File: config.mk
export PLATFORM = sky130hd
export DESIGN_NAME = sign_packer
export DESIGN_NICKNAME = d
export VERILOG_FILES = /design/src/rtl/hpu_pkg.sv /design/src/rtl/sign_out_fifo.sv /design/src/rtl/sign_packer.sv
export SDC_FILE = /design/constraint.sdc
export NUM_CORES = 1
export LEC_CHECK = 0
export CORE_ASPECT_RATIO = 1.75
export CORE_MARGIN = 2
export CORE_UTILIZATION = 55
export CTS_CLUSTER_DIAMETER = 50
export DETAILED_ROUTE_END_ITERATION = 12
export GPL_TIMING_DRIVEN = 1
export PLACE_DENSITY = 0.74
export SYNTH_ARGS = -nofsm -noshare
export SYNTH_HDL_FRONTEND = slang
export SYNTH_SLANG_ARGS = --single-unit
File: constraint.sdc
create_clock -name clk -period 3.4 [get_ports clk]
set_input_delay 0.68 -clock clk [delete_from_list [all_inputs] [get_ports clk]]
set_output_delay 0.68 -clock clk [all_outputs]
set_load 0.005 [all_outputs]
File: src/rtl/hpu_pkg.sv
// Shared types and default geometry for the HPU result path.
package hpu_pkg;

    localparam int unsigned LANES_DEF        = 4;
    localparam int unsigned DW_DEF           = 32;
    localparam int unsigned STROBES_PER_WORD = DW_DEF / LANES_DEF;

    typedef enum logic [1:0] {
        IDLE  = 2'd0,
        PACK  = 2'd1,
        DRAIN = 2'd2
    } sp_state_t;

endpackage : hpu_pkg

File: src/rtl/sign_out_fifo.sv
// Two-entry output FIFO; the head entry is a flop so the stream outputs are registered.
module sign_out_fifo #(
    parameter int unsigned W = 33
) (
    input  logic         clk,
    input  logic         rst,
    input  logic         push,
    input  logic [W-1:0] push_data,
    input  logic         pop,
    output logic [W-1:0] head,
    output logic [1:0]   count,
    output logic         full,
    output logic         empty
);

    logic [W-1:0] head_q, head_d;
    logic [W-1:0] tail_q, tail_d;
    logic [1:0]   count_q, count_d;
    logic         full_q, full_d;
    logic         empty_q, empty_d;
    logic         pop_ok, push_ok;

    always_comb begin
        head_d  = head_q;
        tail_d  = tail_q;
        pop_ok  = pop && (count_q != 2'd0);
        push_ok = push && ((count_q != 2'd2) || pop_ok);
        case (count_q)
            2'd0: begin
                if (push_ok) head_d = push_data;
            end
            2'd1: begin
                if (push_ok && pop_ok) head_d = push_data;
                else if (push_ok)      tail_d = push_data;
            end
            2'd2: begin
                // Head retires: tail slides forward, any new word refills the tail.
                if (pop_ok) begin
                    head_d = tail_q;
                    if (push_ok) tail_d = push_data;
                end
            end
            default: ;
        endcase
        count_d = count_q + 2'(push_ok) - 2'(pop_ok);
        full_d  = (count_d == 2'd2);
        empty_d = (count_d == 2'd0);
    end

    always_ff @(posedge clk) begin
        if (rst) begin
            head_q  <= '0;
            tail_q  <= '0;
            count_q <= 2'd0;
            full_q  <= 1'b0;
            empty_q <= 1'b1;
        end else begin
            head_q  <= head_d;
            tail_q  <= tail_d;
            count_q <= count_d;
            full_q  <= full_d;
            empty_q <= empty_d;
        end
    end

    assign head  = head_q;
    assign count = count_q;
    assign full  = full_q;
    assign empty = empty_q;

endmodule : sign_out_fifo

File: src/rtl/sign_packer.sv
// Packs per-lane sign strobes into DW-bit hypervector words on a valid/ready stream.
module sign_packer
    import hpu_pkg::*;
#(
    parameter int unsigned LANES = LANES_DEF,
    parameter int unsigned DW    = DW_DEF,
    parameter int unsigned CW    = 16
) (
    input  logic             clk,
    input  logic             rst,
    input  logic             start,
    input  logic [CW-1:0]    cfg_words,
    input  logic             in_valid,
    output logic             in_ready,
    input  logic [LANES-1:0] in_sign,
    output logic             out_valid,
    input  logic             out_ready,
    output logic [DW-1:0]    out_data,
    output logic             out_last,
    output logic             busy,
    output logic             done
);

    localparam int unsigned SPW  = DW / LANES;
    localparam int unsigned IDXW = (SPW > 1) ? $clog2(SPW) : 1;

    sp_state_t       state_q, state_d;
    logic [IDXW-1:0] idx_q, idx_d;
    logic [CW-1:0]   words_q, words_d;
    logic [CW-1:0]   wcnt_q, wcnt_d;
    logic [DW-1:0]   shreg_q, shreg_d;
    logic            in_ready_q, in_ready_d;
    logic            busy_q, busy_d;
    logic            done_q, done_d;

    logic            accept, completing, last_word;
    logic            fifo_push, fifo_pop, fifo_full, fifo_empty;
    logic [1:0]      fifo_count, count_nxt;
    logic [DW:0]     fifo_head;

    assign fifo_pop = out_valid && out_ready;

    always_comb begin
        state_d    = state_q;
        idx_d      = idx_q;
        words_d    = words_q;
        wcnt_d     = wcnt_q;
        shreg_d    = shreg_q;
        done_d     = 1'b0;
        completing = 1'b0;
        last_word  = 1'b0;
        accept     = in_valid && in_ready_q && (state_q == PACK);

        case (state_q)
            IDLE: begin
                if (start && (cfg_words != '0)) begin
                    words_d = cfg_words;
                    idx_d   = '0;
                    wcnt_d  = '0;
                    shreg_d = '0;
                    state_d = PACK;
                end
            end
            PACK: begin
                if (accept) begin
                    shreg_d[int'(idx_q) * LANES +: LANES] = in_sign;
                    if (idx_q == IDXW'(SPW - 1)) begin
                        completing = 1'b1;
                        idx_d      = '0;
                        wcnt_d     = wcnt_q + CW'(1);
                        if (wcnt_q == words_q - CW'(1)) begin
                            last_word = 1'b1;
                            state_d   = DRAIN;
                        end
                    end else begin
                        idx_d = idx_q + IDXW'(1);
                    end
                end
            end
            DRAIN: begin
                if (fifo_pop && out_last) begin
                    done_d  = 1'b1;
                    state_d = IDLE;
                end
            end
            default: state_d = IDLE;
        endcase

        fifo_push = completing && (!fifo_full || fifo_pop);
        count_nxt = fifo_count + 2'(fifo_push) - 2'(fifo_pop);
        // Ready is precomputed from next-cycle state so it never depends on out_ready combinationally.
        in_ready_d = (state_d == PACK) &&
                     !((idx_d == IDXW'(SPW - 1)) && (count_nxt == 2'd2));
        busy_d = (state_d != IDLE);
    end

    always_ff @(posedge clk) begin
        if (rst) begin
            state_q    <= IDLE;
            idx_q      <= '0;
            words_q    <= '0;
            wcnt_q     <= '0;
            shreg_q    <= '0;
            in_ready_q <= 1'b0;
            busy_q     <= 1'b0;
            done_q     <= 1'b0;
        end else begin
            state_q    <= state_d;
            idx_q      <= idx_d;
            words_q    <= words_d;
            wcnt_q     <= wcnt_d;
            shreg_q    <= shreg_d;
            in_ready_q <= in_ready_d;
            busy_q     <= busy_d;
            done_q     <= done_d;
        end
    end

    sign_out_fifo #(
        .W (DW + 1)
    ) u_fifo (
        .clk       (clk),
        .rst       (rst),
        .push      (fifo_push),
        .push_data ({last_word, shreg_d}),
        .pop       (fifo_pop),
        .head      (fifo_head),
        .count     (fifo_count),
        .full      (fifo_full),
        .empty     (fifo_empty)
    );

    assign in_ready  = in_ready_q;
    assign out_valid = !fifo_empty;
    assign out_data  = fifo_head[DW-1:0];
    assign out_last  = fifo_head[DW];
    assign busy      = busy_q;
    assign done      = done_q;

endmodule : sign_packer

# Word level (Yosys, flattened, before mapping)
# Cells that the tools add are included.
# word_totals
memories,0
latchBits,0
register_bits,142
ram_bits,0
out_inout_bits,37
inputBits,25
rom_bits,0
# classes
reduce_logical,30
n_mul,0
n_lt_le_gt_ge,0
shift,2
n_div,0
bitwise,1
n_eq_ne,18
n_mux,34
add_sub_neg,8
# op_table
cell,n
33-bit 2-to-1 mux,6
33-bit one-hot mux with 3 select lines,1
33-bit one-hot mux with 2 select lines,1
32-bit 2-to-1 mux,2
32-bit one-hot mux with 2 select lines,1
16-bit 2-to-1 mux,3
5-bit negator with 34-bit output,1
4-bit by 34-bit variable shift with 32-bit output (first input constant),1
4-bit by 34-bit variable part select with 32-bit output,1
32-bit bitwise mux,1
16-bit one-hot mux with 2 select lines,1
16-bit by 1-bit adder with 16-bit output (second input constant),1
16-bit equality test,1
16-bit nonzero test,1
16-bit by 1-bit subtractor with 16-bit output (second input constant),1
1-bit logical AND,11
2-bit 2-to-1 mux,5
3-bit 2-to-1 mux,3
2-bit equality test (second input constant),4
1-bit 2-to-1 mux,8
2-bit by 1-bit != test with 1-bit output (second input constant),4
2-bit != test (second input constant),4
4-bit AND reduction,2
2-bit nonzero test,4
15 further kinds,25

# Depth between registers and ports, before layout
# logic_depth
ltp_word,11
mapped_depth,11
ltp_nobuf,10

# Modules after synthesis
# From an unflattened synthesis, not the netlist that was laid out.
# hier_totals
cells_unflattened,768
hier_area_um2,7016.7
# modules_own_cells
mod,instances,cells_each,area_per_inst_um2,seq_area_each_um2
sign_packer,1,449,3736.1,1441.4
sign_out_fifo,1,319,3280.6,1401.3

# Worst setup path after synthesis
# OpenSTA, ideal clock, no wires.
# synth_path
path_type,reg-to-reg
start,register idx_q[0]
end,"register u_fifo.head_q[1], in the netlist u_fifo.head[1]"
required_ps,3283
setup_slack_ps,921
stages_incl_launch_ff,10
arrival_ps,2362
n_path_buf,2
path_cell_list,dfxtp_1 > clkbuf_1 > inv_1 > ha_1 > ha_1 > nor4_1 > buf_2 > nor3b_1 > a211o_1 > a32o_1
# synth_between
elab_chain_cells,9
word_cells_on_any_way,19
# synth_rtl
element,line_no,rtl
"start, declared",sign_packer.sv:28,"logic [IDXW-1:0] idx_q, idx_d;"
"start signal, assigned",sign_packer.sv:109,idx_q <= idx_d;
"parallel branches: the longest is 9 deep, another holds 5-bit negator with 34-bit output",n/a,
"end signal, assigned",sign_out_fifo.sv:52,head_q <= '0;
"end signal, assigned",sign_out_fifo.sv:58,head_q <= head_d;
"end, declared",sign_out_fifo.sv:16,"logic [W-1:0] head_q, head_d;"
# Several ways; the timed one is not identified. The select of a mux whose other input is x is not followed.
# A chain may end at the register's enable or synchronous reset.

# Final worst setup path
# layout_path
start,input in_valid
end,"register u_fifo.head_q[11], in the netlist u_fifo.head[11]"
# layout_between
elab_chain_cells,9
word_cells_on_any_way,15
# layout_rtl
element,line_no,rtl
"start, declared",sign_packer.sv:13,"input logic in_valid,"
1-bit logical AND * (2 in a row),sign_packer.sv:52,accept = in_valid && in_ready_q && (state_q == PACK);
1-bit 2-to-1 mux,sign_packer.sv:65,if (accept) begin
1-bit 2-to-1 mux,sign_packer.sv:54,case (state_q)
1-bit logical AND,sign_packer.sv:89,fifo_push = completing && (!fifo_full || fifo_pop);
1-bit logical AND,sign_out_fifo.sv:27,push_ok = push && ((count_q != 2'd2) || pop_ok);
1-bit logical AND,sign_out_fifo.sv:33,if (push_ok && pop_ok) head_d = push_data;
2-bit by 1-bit != test with 1-bit output (no source line),n/a,
4-bit AND reduction (no source line),n/a,
# Mark *: on every way between the ends. The rest lies on a longest branch, timed or not. The select of a mux whose other input is x is not followed.

==> run_results.csv <==
group,metric,value,unit
sta,timing.hold.ws,0.472,ns
floorplanning,io_pins,62,
yosys,synthesis.nets,808,
sta,hold_viol,0,
power,power.density,470,nW/um2
place,dp.cells,930,
yosys,ys_warn_count,0,
global_route,grt_usage,28.3,%
floorplanning,dieHeight,149,um
yosys,synth_edf_count,0,
cells_and_area,final_cell_mix,"dfxtp_1 (142), nor2_1 (122), nand2_1 (60), clkdlybuf4s50_1 (60), inv_1 (46)",
flow_run,max-cap-violations,0,
floorplanning,dieArea,12900,um2
critical_path,ff2ff_setup_slack,0.59,ns
floorplanning,start_util,56.6,%
critical_path,crit_required,3.76,ns
yosys,async_flop_share,0,%
critical_path,critPathMaxStageDelay,0.66,ns
critical_path,path_cells,"clkdlybuf4s50_1, and4b_1, and2_0, a31oi_1, a2bb2oi_1, nor2b_2, buf_12, a22o_1",
yosys,synth.avg_cell_area,8.61,um2
drt,firstDrtPassIters,6,
sta,tns,0,ns
cells_and_area,finish.instance_area,7900,um2
global_route,grt-ovfl-total,0,
cells_and_area,final_cells,962,
yosys,netlist_area,6600,um2
global_route,grt_max_degree,65,
drt,drt-vias-per-instance,6.03,
yosys,ys_ff_latch,142,
drt,wl_per_cell,18.2,um
floorplanning,coreArea,11600,um2
cells_and_area,final_common_cell,"dfxtp_1",
place,dp_hpwl,12600,um
critical_path,worstSetupPathType,"in2reg",
cells_and_area,final_core_utilization,67.8,%
global_route,grt_pass1_vias,5923,
sta,slew_violations,0,
sta,clock_skew,0.00825,ns
place,place_area,7330,um2
cells_and_area,finalNetCount,856,
drt,vias,5799,
cts,clockBufferDepth,2,
sta,fmax,350,MHz
hold_path,worstHoldPathType,"reg2reg",
cts,path_clk_slew,0.06,ns
sta,rsz0062_at_grt,"no",
drt,drc_errors,0,
cts,post-cts-setup-buffer-count,0,
cts,cts.sinks,142,
yosys,synthDistinctLibCells,56,
sta,setup_violations,0,
critical_path,crit_path_max_fanout,19,
cts,ctsResizeCount,0,
cts,numCtsBuffers,17,
global_route,antenna_found_initial,0,
cts,cts_tree,"done",
cts,ctsHoldBuffers,0,
critical_path,cp_slowest_cell,"nor2b_2",
global_route,grt_pass1_wl,28600,um
critical_path,critPathArrivalTime,3.21,ns
yosys,syn_inst,766,
drt,antenna_left,0,
cells_and_area,n_fill_cell,981,
yosys,seq_area_frac_synth,43.1,%
sta,worstMarginPinSlew,0.673,ns
place,gp_congestion,0.914,
floorplanning,die_w,86.8,um
drt,dr.first_iter.drc_count,343,
critical_path,worst_setup_path_start_kind,"input pin",
critical_path,end_kind,"flip-flop",
cts,h-tree-depth,4,
power,vdd_ir_drop_max,0.328,mV
power,p_leak,2.83,nW
sta,max-slew-margin-rel,54.9,%
cells_and_area,drive_gt1_share,7.13,%
floorplanning,rows,52,
status,status,"completed",
place,io_buffers,61,
drt,routed_wl,17600,um
cts,clk_latency,0.42,ns
cts,cts_root_buf,"clkbuf_16",
cells_and_area,n_antenna_cell,0,
yosys,synth_top_flop_cell,"dfxtp_1",
sta,min_period,2.86,ns
cells_and_area,areaGrowthSynthToFinish,19.8,%
sta,finalCritPeriodShare,84.0,%
per-stage QoR:
stage / setup slack, ns / power (mW)
final: 0.544 / 3.71
after global routing: 0.383 / 3.84
after floorplan: 0.921 / 1.89
after CTS: 0.575 / 3.72
after detailed placement: 0.185 / 1.98
after global placement: 0.211 / 1.97
cell type report:
type / count / area (um2) / share of cell area (%)
Clock buffer: 21 / 460 / 5.83
Timing Repair Buffer: 78 / 758 / 9.60
Inverter: 46 / 173 / 2.19
Clock inverter: 11 / 109 / 1.38
Tap cell: 135 / 169 / 2.14
Sequential cell: 142 / 2840 / 36.0
Multi-Input combinational cell: 529 / 3390 / 42.9
synth_stat cells, drive strengths merged, types with 3 or more instances:
library cell,count,area (um2)
buf,11,57.6
nand2b,7,43.8
nor2b,5,31.3
nor4,9,71.3
a32o,3,30.0
a32oi,4,35.0
inv,46,173
nor3b,10,75.1
xor2,15,131
nand3,5,25.0
nor2,123,462
a22o,29,254
nand2,60,225
nor4b,4,35.0
and2,4,25.0
or3,3,18.8
o21ai,6,30.0
a22oi,4,30.0
a31oi,27,169
or4,4,30.0
dfxtp,142,2840
mux2i,33,330
a21o,3,22.5
a211oi,34,255
a211o,4,35.0
ha,17,213
nand4,8,50.1
clkbuf,38,143
xnor2,21,184
nor3,16,85.1
nand4b,8,70.1
and3,4,25.0
a21oi,36,180
registers in the layout (all words and copies together) (netlist names), 2 cells and up:
| signal | cells |
|---|---|
| idx_q | 3 |
| shreg_q | 32 |
| state_q | 2 |
| u_fifo.count | 2 |
| u_fifo.head | 33 |
| u_fifo.tail_q | 33 |
| wcnt_q | 16 |
| words_q | 16 |
power by group:
part           internal, mW  switching [mW]  total (mW)  leakage, nW
clock                  1.05           0.714        1.76        0.266
combinational        0.0975           0.144       0.242         1.41
sequential             1.68          0.0268        1.71         1.15
total                  2.83           0.885        3.71         2.83
worst max-delay path, delay by kind of cell:
kind,cells,cell delay (ns)
AO/OA/AOI/OAI,3,0.76
buffers and inverters,2,0.67
AND/OR/NAND/NOR,3,1.09
path summary, 6_finish.rpt:
kind / startpoint / to / cells past startpoint
worst min-delay path: u_fifo.head[1] / u_fifo.head[1] / 1
worst max-delay path: in_valid / u_fifo.head[11] / 8
worst max register to register: idx_q[0] / u_fifo.head[11] / 8
worst min register to register: u_fifo.head[1] / u_fifo.head[1] / 1
metal layers:
layer  vias up  wire, um  global-route usage (%)
met2       174      9750                    52.4
met1      2766      6280                    28.7
met4         0       958                    17.1
li1       2796         -                       -
met5         -         0                       0
met3        63       567                    4.59
cells by family (layout without fill, tap and decap cells):
family,after synthesis,count (layout),share of synthesized area [%]
simple gates,282,282,20.9
compound gates,161,161,17.3
flops,142,142,43.1
buf+inv,95,156,5.65
xor+xnor,36,36,4.78
mux,33,33,5.01
fa+ha+maj,17,17,3.22
(Power assumes the default switching activity.)
